## config.mk

```make
export PLATFORM = sky130hd
export DESIGN_NAME = div_seq
export DESIGN_NICKNAME = d
export VERILOG_FILES = /design/src/rtl/div_seq.sv
export SDC_FILE = /design/constraint.sdc
export NUM_CORES = 1
export LEC_CHECK = 0
export ABC_CLOCK_PERIOD_IN_PS = 6980
export CELL_PAD_IN_SITES_DETAIL_PLACEMENT = 0
export CELL_PAD_IN_SITES_GLOBAL_PLACEMENT = 2
export CORE_AREA = 2 2 221 169
export DETAILED_ROUTE_END_ITERATION = 7
export DIE_AREA = 0 0 223 171
export GPL_ROUTABILITY_DRIVEN = 0
export GPL_TIMING_DRIVEN = 0
export HOLD_SLACK_MARGIN = 0.05
export PLACE_DENSITY = 0.83
export SKIP_CTS_REPAIR_TIMING = 1
export SYNTH_ARGS = -nofsm -noshare
export SYNTH_HDL_FRONTEND = slang
export SYNTH_SLANG_ARGS = --single-unit
```

## constraint.sdc

```tcl
create_clock -name clk -period 6.98 [get_ports clk]
set_input_delay 2.094 -clock clk [delete_from_list [all_inputs] [get_ports clk]]
set_output_delay 2.094 -clock clk [all_outputs]
set_load 0.02 [all_outputs]
```

## src/rtl/div_seq.sv

```systemverilog
// div_seq: sequential signed divider (MIPS div semantics).
// Restoring division on operand magnitudes, one quotient bit per cycle,
// followed by a single sign-correction cycle. hi_out = remainder, lo_out = quotient.
//
// state    | meaning
// ---------+-----------------------------------------------------------
// S_IDLE   | waiting for start; results held
// S_RUN    | WIDTH restoring iterations, one quotient bit per cycle
// S_FIX    | apply signs, register hi_out/lo_out, raise done
// S_DONE_Z | divisor was zero: done/div_zero high, results untouched
module div_seq #(
  parameter int WIDTH = 32
) (
  input  logic             clk,
  input  logic             reset,
  input  logic             start,
  input  logic [WIDTH-1:0] a_in,
  input  logic [WIDTH-1:0] b_in,
  output logic [WIDTH-1:0] hi_out,
  output logic [WIDTH-1:0] lo_out,
  output logic             busy,
  output logic             done,
  output logic             div_zero
);

  localparam int CW = $clog2(WIDTH + 1);

  typedef enum logic [1:0] {
    S_IDLE   = 2'd0,
    S_RUN    = 2'd1,
    S_FIX    = 2'd2,
    S_DONE_Z = 2'd3
  } state_t;

  state_t           state, state_nxt;
  logic [CW-1:0]    cnt;
  logic             sign_a, sign_b;
  logic [WIDTH-1:0] b_mag;
  logic [WIDTH-1:0] quot;
  logic [WIDTH-1:0] rem;
  logic [WIDTH-1:0] a_abs, b_abs;
  logic [WIDTH:0]   rem_sh, rem_sub;
  logic             trial_ok;
  logic             accept, accept_zero;

  // Operand magnitudes use WIDTH-bit negation, so the most negative value maps to itself.
  always_comb begin
    a_abs = a_in[WIDTH-1] ? (~a_in + 1'b1) : a_in;
    b_abs = b_in[WIDTH-1] ? (~b_in + 1'b1) : b_in;
  end

  // One restoring step. The partial remainder always stays below |b|, so WIDTH bits hold it;
  // the borrow out of the (WIDTH+1)-bit subtraction tells whether the trial succeeded.
  always_comb begin
    rem_sh   = {rem, quot[WIDTH-1]};
    rem_sub  = rem_sh - {1'b0, b_mag};
    trial_ok = ~rem_sub[WIDTH];
  end

  // Next-state decode and busy output.
  always_comb begin
    state_nxt   = state;
    busy        = 1'b0;
    accept      = 1'b0;
    accept_zero = 1'b0;
    case (state)
      S_IDLE: begin
        if (start) begin
          if (b_in == '0) begin
            accept_zero = 1'b1;
            state_nxt   = S_DONE_Z;
          end else begin
            accept    = 1'b1;
            state_nxt = S_RUN;
          end
        end
      end
      S_RUN: begin
        busy = 1'b1;
        if (cnt == CW'(1)) state_nxt = S_FIX;
      end
      S_FIX: begin
        busy      = 1'b1;
        state_nxt = S_IDLE;
      end
      S_DONE_Z: state_nxt = S_IDLE;
      default:  state_nxt = S_IDLE;
    endcase
  end

  // State register.
  always_ff @(posedge clk or posedge reset) begin
    if (reset) state <= S_IDLE;
    else       state <= state_nxt;
  end

  // Completion flags, registered so they appear the cycle after FIX or the zero-divisor accept.
  always_ff @(posedge clk or posedge reset) begin
    if (reset) begin
      done     <= 1'b0;
      div_zero <= 1'b0;
    end else begin
      done     <= (state == S_FIX) || accept_zero;
      div_zero <= accept_zero;
    end
  end

  // Datapath: operand capture, iteration and sign correction of the results.
  always_ff @(posedge clk or posedge reset) begin
    if (reset) begin
      sign_a <= 1'b0;
      sign_b <= 1'b0;
      b_mag  <= '0;
      quot   <= '0;
      rem    <= '0;
      cnt    <= '0;
      hi_out <= '0;
      lo_out <= '0;
    end else begin
      if (accept) begin
        sign_a <= a_in[WIDTH-1];
        sign_b <= b_in[WIDTH-1];
        b_mag  <= b_abs;
        quot   <= a_abs;
        rem    <= '0;
        cnt    <= CW'(WIDTH);
      end else if (state == S_RUN) begin
        rem  <= trial_ok ? rem_sub[WIDTH-1:0] : rem_sh[WIDTH-1:0];
        quot <= {quot[WIDTH-2:0], trial_ok};
        cnt  <= cnt - 1'b1;
      end else if (state == S_FIX) begin
        lo_out <= (sign_a ^ sign_b) ? (~quot + 1'b1) : quot;
        hi_out <= sign_a ? (~rem + 1'b1) : rem;
      end
    end
  end

endmodule
```

Word level (Yosys, flattened, before mapping)
Cells that the tools add are included.

storage, ports and cells
  flip-flop bits (word level) = 172
  output and inout bits = 67
  logic and storage cells = 61
  input bits = 67

cells by class
  reductions and logical operators = 8
  equality and inequality tests = 6
  add/subtract/negate cells = 6
  muxes and demuxes = 22
  bitwise operators = 8

operators with widths
  kind                   number
  $mux 32                9
  $add 32x1->32 const B  4
  $not 32->32            4
  $sub 33x32->33         1
  $logic_not 32->1       1
  $mux 6                 2
  $mux 1                 7
  $eq 6x1->1 const B     1
  $mux 2                 3
  $pmux 2 s3             1
  $sub 6x1->6 const B    1
  $eq 2x2->1 const B     2
  $ne 2x2->1 const B     2
  $reduce_or 2->1        2
  $not 1->1              3
  $reduce_and 3->1       1
  $eq 2x1->1 const B     1
  $logic_not 2->1        1
  $reduce_and 2->1       1
  $reduce_bool 2->1      1
  $logic_or 1x1->1       1
  $xor 1x1->1            1

Logic depth before layout (Yosys ltp)
  depth after elaboration = 6
  depth in mapped cells = 14
  depth with buffers taken out = 12

Least setup slack after synthesis
No wires, ideal clock.

  path kind = input to register
  start point = input b_in[7]
  end point = register quot[6]
  arrival = 4.407 ns
  slack = 2.439 ns
  stages on the path = 10
  setup time = 0.134 ns
  data required time = 6.846 ns
  path buffers = 3
  path through = or4_1 > nor4_4 > nand4_1 > or4_1 > nor2b_1 > buf_2 > buf_2 > clkbuf_1 > nand2_1 > o21ai_0

between the ends
  cells in the longest elaborated chain, start to end = 5
  elaborated cells on any way between the ends = 6
  those cells by class = mux: 4; reduce/logical: 2

RTL lines
  element                                       line  text
  start, declared                               18    input logic [WIDTH-1:0] b_in,
  $logic_not 32->1 (*)                          69    if (b_in == '0) begin
  $mux 1 (*)                                    69
  $mux 1 (*)                                    68    if (start) begin
  $mux 1 (*)                                    66    case (state)
  $mux 32 or $reduce_bool 2->1 (tied branches)  -
  end signal, assigned                          124   quot <= a_abs;
  end signal, assigned                          129   quot <= {quot[WIDTH-2:0], trial_ok};
  end, declared                                 39    logic [WIDTH-1:0] quot;

Mark *: on every way between the ends. The rest lies on a longest branch, timed or not.
A chain may end at the register's enable or synchronous reset.

Final worst setup path
  start point = input b_in[7]
  end point = register rem[20]

between the ends
  cells in the longest elaborated chain, start to end = 5
  elaborated cells on any way between the ends = 6
  those cells by class = mux: 4; reduce/logical: 2

RTL lines
  element                                       line  text
  $logic_not 32->1 (*)                          69
  $mux 1 (*)                                    69
  $mux 1 (*)                                    68
  $mux 1 (*)                                    66
  $mux 32 or $reduce_bool 2->1 (tied branches)  -
  end signal, assigned                          128   rem <= trial_ok ? rem_sub[WIDTH-1:0] : rem_sh[WIDTH-1:0];
  end, declared                                 40    logic [WIDTH-1:0] rem;

Marks and branches as above.

==> impl_metrics.env <==
export IMPL_rows=61
export IMPL_yosysUniqueCellTypes=70
export IMPL_r2r_end="rem[13]$_DFFE_PP0P_"
export IMPL_dieHeight_um=171
export IMPL_yosysMostFrequentCell="dfrtp_1"
export IMPL_grt_pass1_vias=9405
export IMPL_dieWidth_um=223
export IMPL_routed_via_density=5.14
export IMPL_root_buffer="clkbuf_16"
export IMPL_critical_path_peak_fanout=10
export IMPL_finalCritPeriodShare=0.783
export IMPL_finalSetupTns_ns=0
export IMPL_pre_cts_ws_ns=1.06
export IMPL_synth_edf_count=0
export IMPL_yosys_top_cells_area="dfrtp_1 38%, xnor2_1 6.4%, o21ai_0 6.0%"
export IMPL_start_kind="primary input"
export IMPL_initial_utilization=0.314
export IMPL_p_leak_uw=0.00565
export IMPL_crit_path_cell_trace="clkdlybuf4s50_1 -> or4_1 -> nor4_4 -> nand4_1 -> or4_1 -> nand3_1 -> clkbuf_1 -> o221ai_1 -> a31oi_1"
export IMPL_rrSetupSlack_ns=2.98
export IMPL_htree_levels=4
export IMPL_finalNetCount=1560
export IMPL_worstReg2RegStart="rem[0]$_DFFE_PP0P_"
export IMPL_period_needed_ns=5.46
export IMPL_layout_drive_gt1_share=0.0533
export IMPL_synthFlopType="dfrtp_1"
export IMPL_crit_path_max_incr_delay_ns=0.66
export IMPL_syn_area_um2=11400
export IMPL_endpoint_kind="flip-flop"
export IMPL_fin_skew_ns=0.0142
export IMPL_slew_headroom=0.357
export IMPL_clkSlewWorstSetupHoldPaths_ns=0.07
export IMPL_overflow=0
export IMPL_required_ns=7.34
export IMPL_fin_util=0.384
export IMPL_path_common_cell="or4_1"
export IMPL_pin_count=134
export IMPL_whs_endpoint="b_mag[6]$_DFFE_PP0P_"
export IMPL_dr_pass1_iters=4
export IMPL_clk_latency_ns=0.45
export IMPL_antenna_left=0
export IMPL_max_freq_mhz=183
export IMPL_ys_seq_area_frac=0.378
export IMPL_power_density_nw_per_um2=555
export IMPL_hold_start="b_mag[6]$_DFFE_PP0P_"
export IMPL_status="finished clean"
export IMPL_yosysWarningCount=0
export IMPL_hp_class="flip-flop to flip-flop"
export IMPL_grt_max_degree=99
export IMPL_min_path_cells=2
export IMPL_final_hold_viol_count=0
export IMPL_drc=0
export IMPL_dp_hpwl_um=27000
export IMPL_setup_viol=0
export IMPL_synth_area_leader_cell="dfrtp_1"
export IMPL_numCtsBuffers=17
export IMPL_irDropWorstVdd_uv=204
export IMPL_die_area_um2=38100
export IMPL_synth_top_area_frac=0.378
export IMPL_drv_slew=0
export IMPL_cts_path_max_buffers=2
export IMPL_syn_num_nets=1407
export IMPL_cts_sinks=172
export IMPL_antenna_found_initial=0
export IMPL_startpoint="b_in[7]"
export IMPL_tightest_slew_ns=0.958
export IMPL_async_reset_ff_frac=1.00
export IMPL_area_delta_synth_final_pct=22.3
export IMPL_port_buffers=133
export IMPL_ys_top_cells_by_count="172 x dfrtp_1, 136 x o21ai_0, 133 x nand2_1, 126 x a21oi_1, 95 x nor2_1"
export IMPL_r2r_cells=13
export IMPL_drv_cap=0
export IMPL_critical_path_slowest_cell="or4_1"
export IMPL_diodes=0
export IMPL_cts_tree="built"
export IMPL_grtUsageTotal=0.183
export IMPL_vias=9951
export IMPL_rsz0062_at_grt="no"
export IMPL_setup_ws_ns=1.52
export IMPL_coreArea_um2=36300
export IMPL_netlist_instances=1298
export IMPL_cp_arrival_ns=5.83
export IMPL_syn_area_per_cell_um2=8.77
export IMPL_criticalPathCategory="primary input to flip-flop"
export IMPL_synth_seq_cells=172
export IMPL_first_iter_violations=588
export IMPL_routedWlPerCell_um=17.9
export IMPL_grt_pass1_wl_um=54400
export IMPL_finalWirelength_um=34600
how the worst max path moves through the flow:
stage,to,slack [ns],depth (start not counted)
6_report,rem[20]$_DFFE_PP0P_,1.52,9
5_1_grt,rem[20]$_DFFE_PP0P_,1.30,9
4_1_cts,rem[20]$_DFFE_PP0P_,1.53,9
3_5_place_dp,rem[20]$_DFFE_PP0P_,1.06,9
3_3_place_gp,lo_out[25]$_DFFE_PP0P_,-2.40,2
2_1_floorplan,b_mag[0]$_DFFE_PP0P_,0.23,1
flip-flops by register name (all words and copies together) (netlist names), 2 cells and up:
name	flops
b_mag	32
hi_out	32
lo_out	32
quot	32
rem	32
cnt	6
state	2
final cells by class:
| class | count | area [um^2] |
|---|---|---|
| multi-input cells | 1005 | 6580 |
| flip-flops and latches | 172 | 4300 |
| clock buffers | 19 | 443 |
| inverters | 54 | 210 |
| clock inverters | 12 | 139 |
| plain buffers | 67 | 305 |
| fillers | 3660 | 22300 |
| repair buffers | 134 | 1360 |
| well taps | 472 | 591 |
worst max-delay path, delay by kind of cell:
| family | cells | cell delay (ns) |
|---|---|---|
| AO/OA/AOI/OAI | 2 | 0.37 |
| AND/OR/NAND/NOR | 5 | 2.40 |
| buffers and inverters | 2 | 0.94 |
cell families after synthesis:
kind of cell    after synthesis  share of synthesized area
flops                       172                      0.378
simple gates                366                      0.156
xor+xnor                    155                      0.120
fa+ha+maj                    42                     0.0468
compound gates              375                      0.195
mux                          67                     0.0604
buf+inv                     121                     0.0446
power by group:
part           internal [uW]  switching (uW)  total (uW)
logic                   2010            2780        4790
registers               1480             486        1970
clock network            538             432         970
total                   4030            3700        7730
through the flow:
stage / instances / total power, uW / hold WS (ns) / instance area [um^2]
floorplan: 1298 / 5240 / 0.450 / 11400
global placement: 1903 / 6710 / 0.466 / 13300
detailed placement: 1904 / 6750 / 0.471 / 13300
CTS: 1935 / 7750 / 0.487 / 13900
global route: 1935 / 8400 / 0.505 / 13900
finish: 1935 / 7730 / 0.480 / 13900
per-layer routing:
| layer | vias up | GRT usage | routed length (um) |
|---|---|---|---|
| met4 | 0 | 0.0341 | 223 |
| met3 | 10 | 0.0349 | 1770 |
| met1 | 4832 | 0.287 | 18700 |
| met2 | 224 | 0.257 | 14000 |
| li1 | 4885 | - | - |
| met5 | - | 0 | 0 |
placed cells by master (no fill, tap or decap), drive strengths merged, types with 15 or more instances in the layout:
cell           count
nand2b            15
nand2            133
dfrtp            172
clkbuf            75
or3               21
a21oi            126
nand3             19
o31ai             30
xnor2             84
ha                41
nor2              95
inv               57
nor3              19
mux2i             53
clkdlybuf4s50    133
xor2              71
a21o              15
o21ai            136
(Power assumes the default switching activity.)
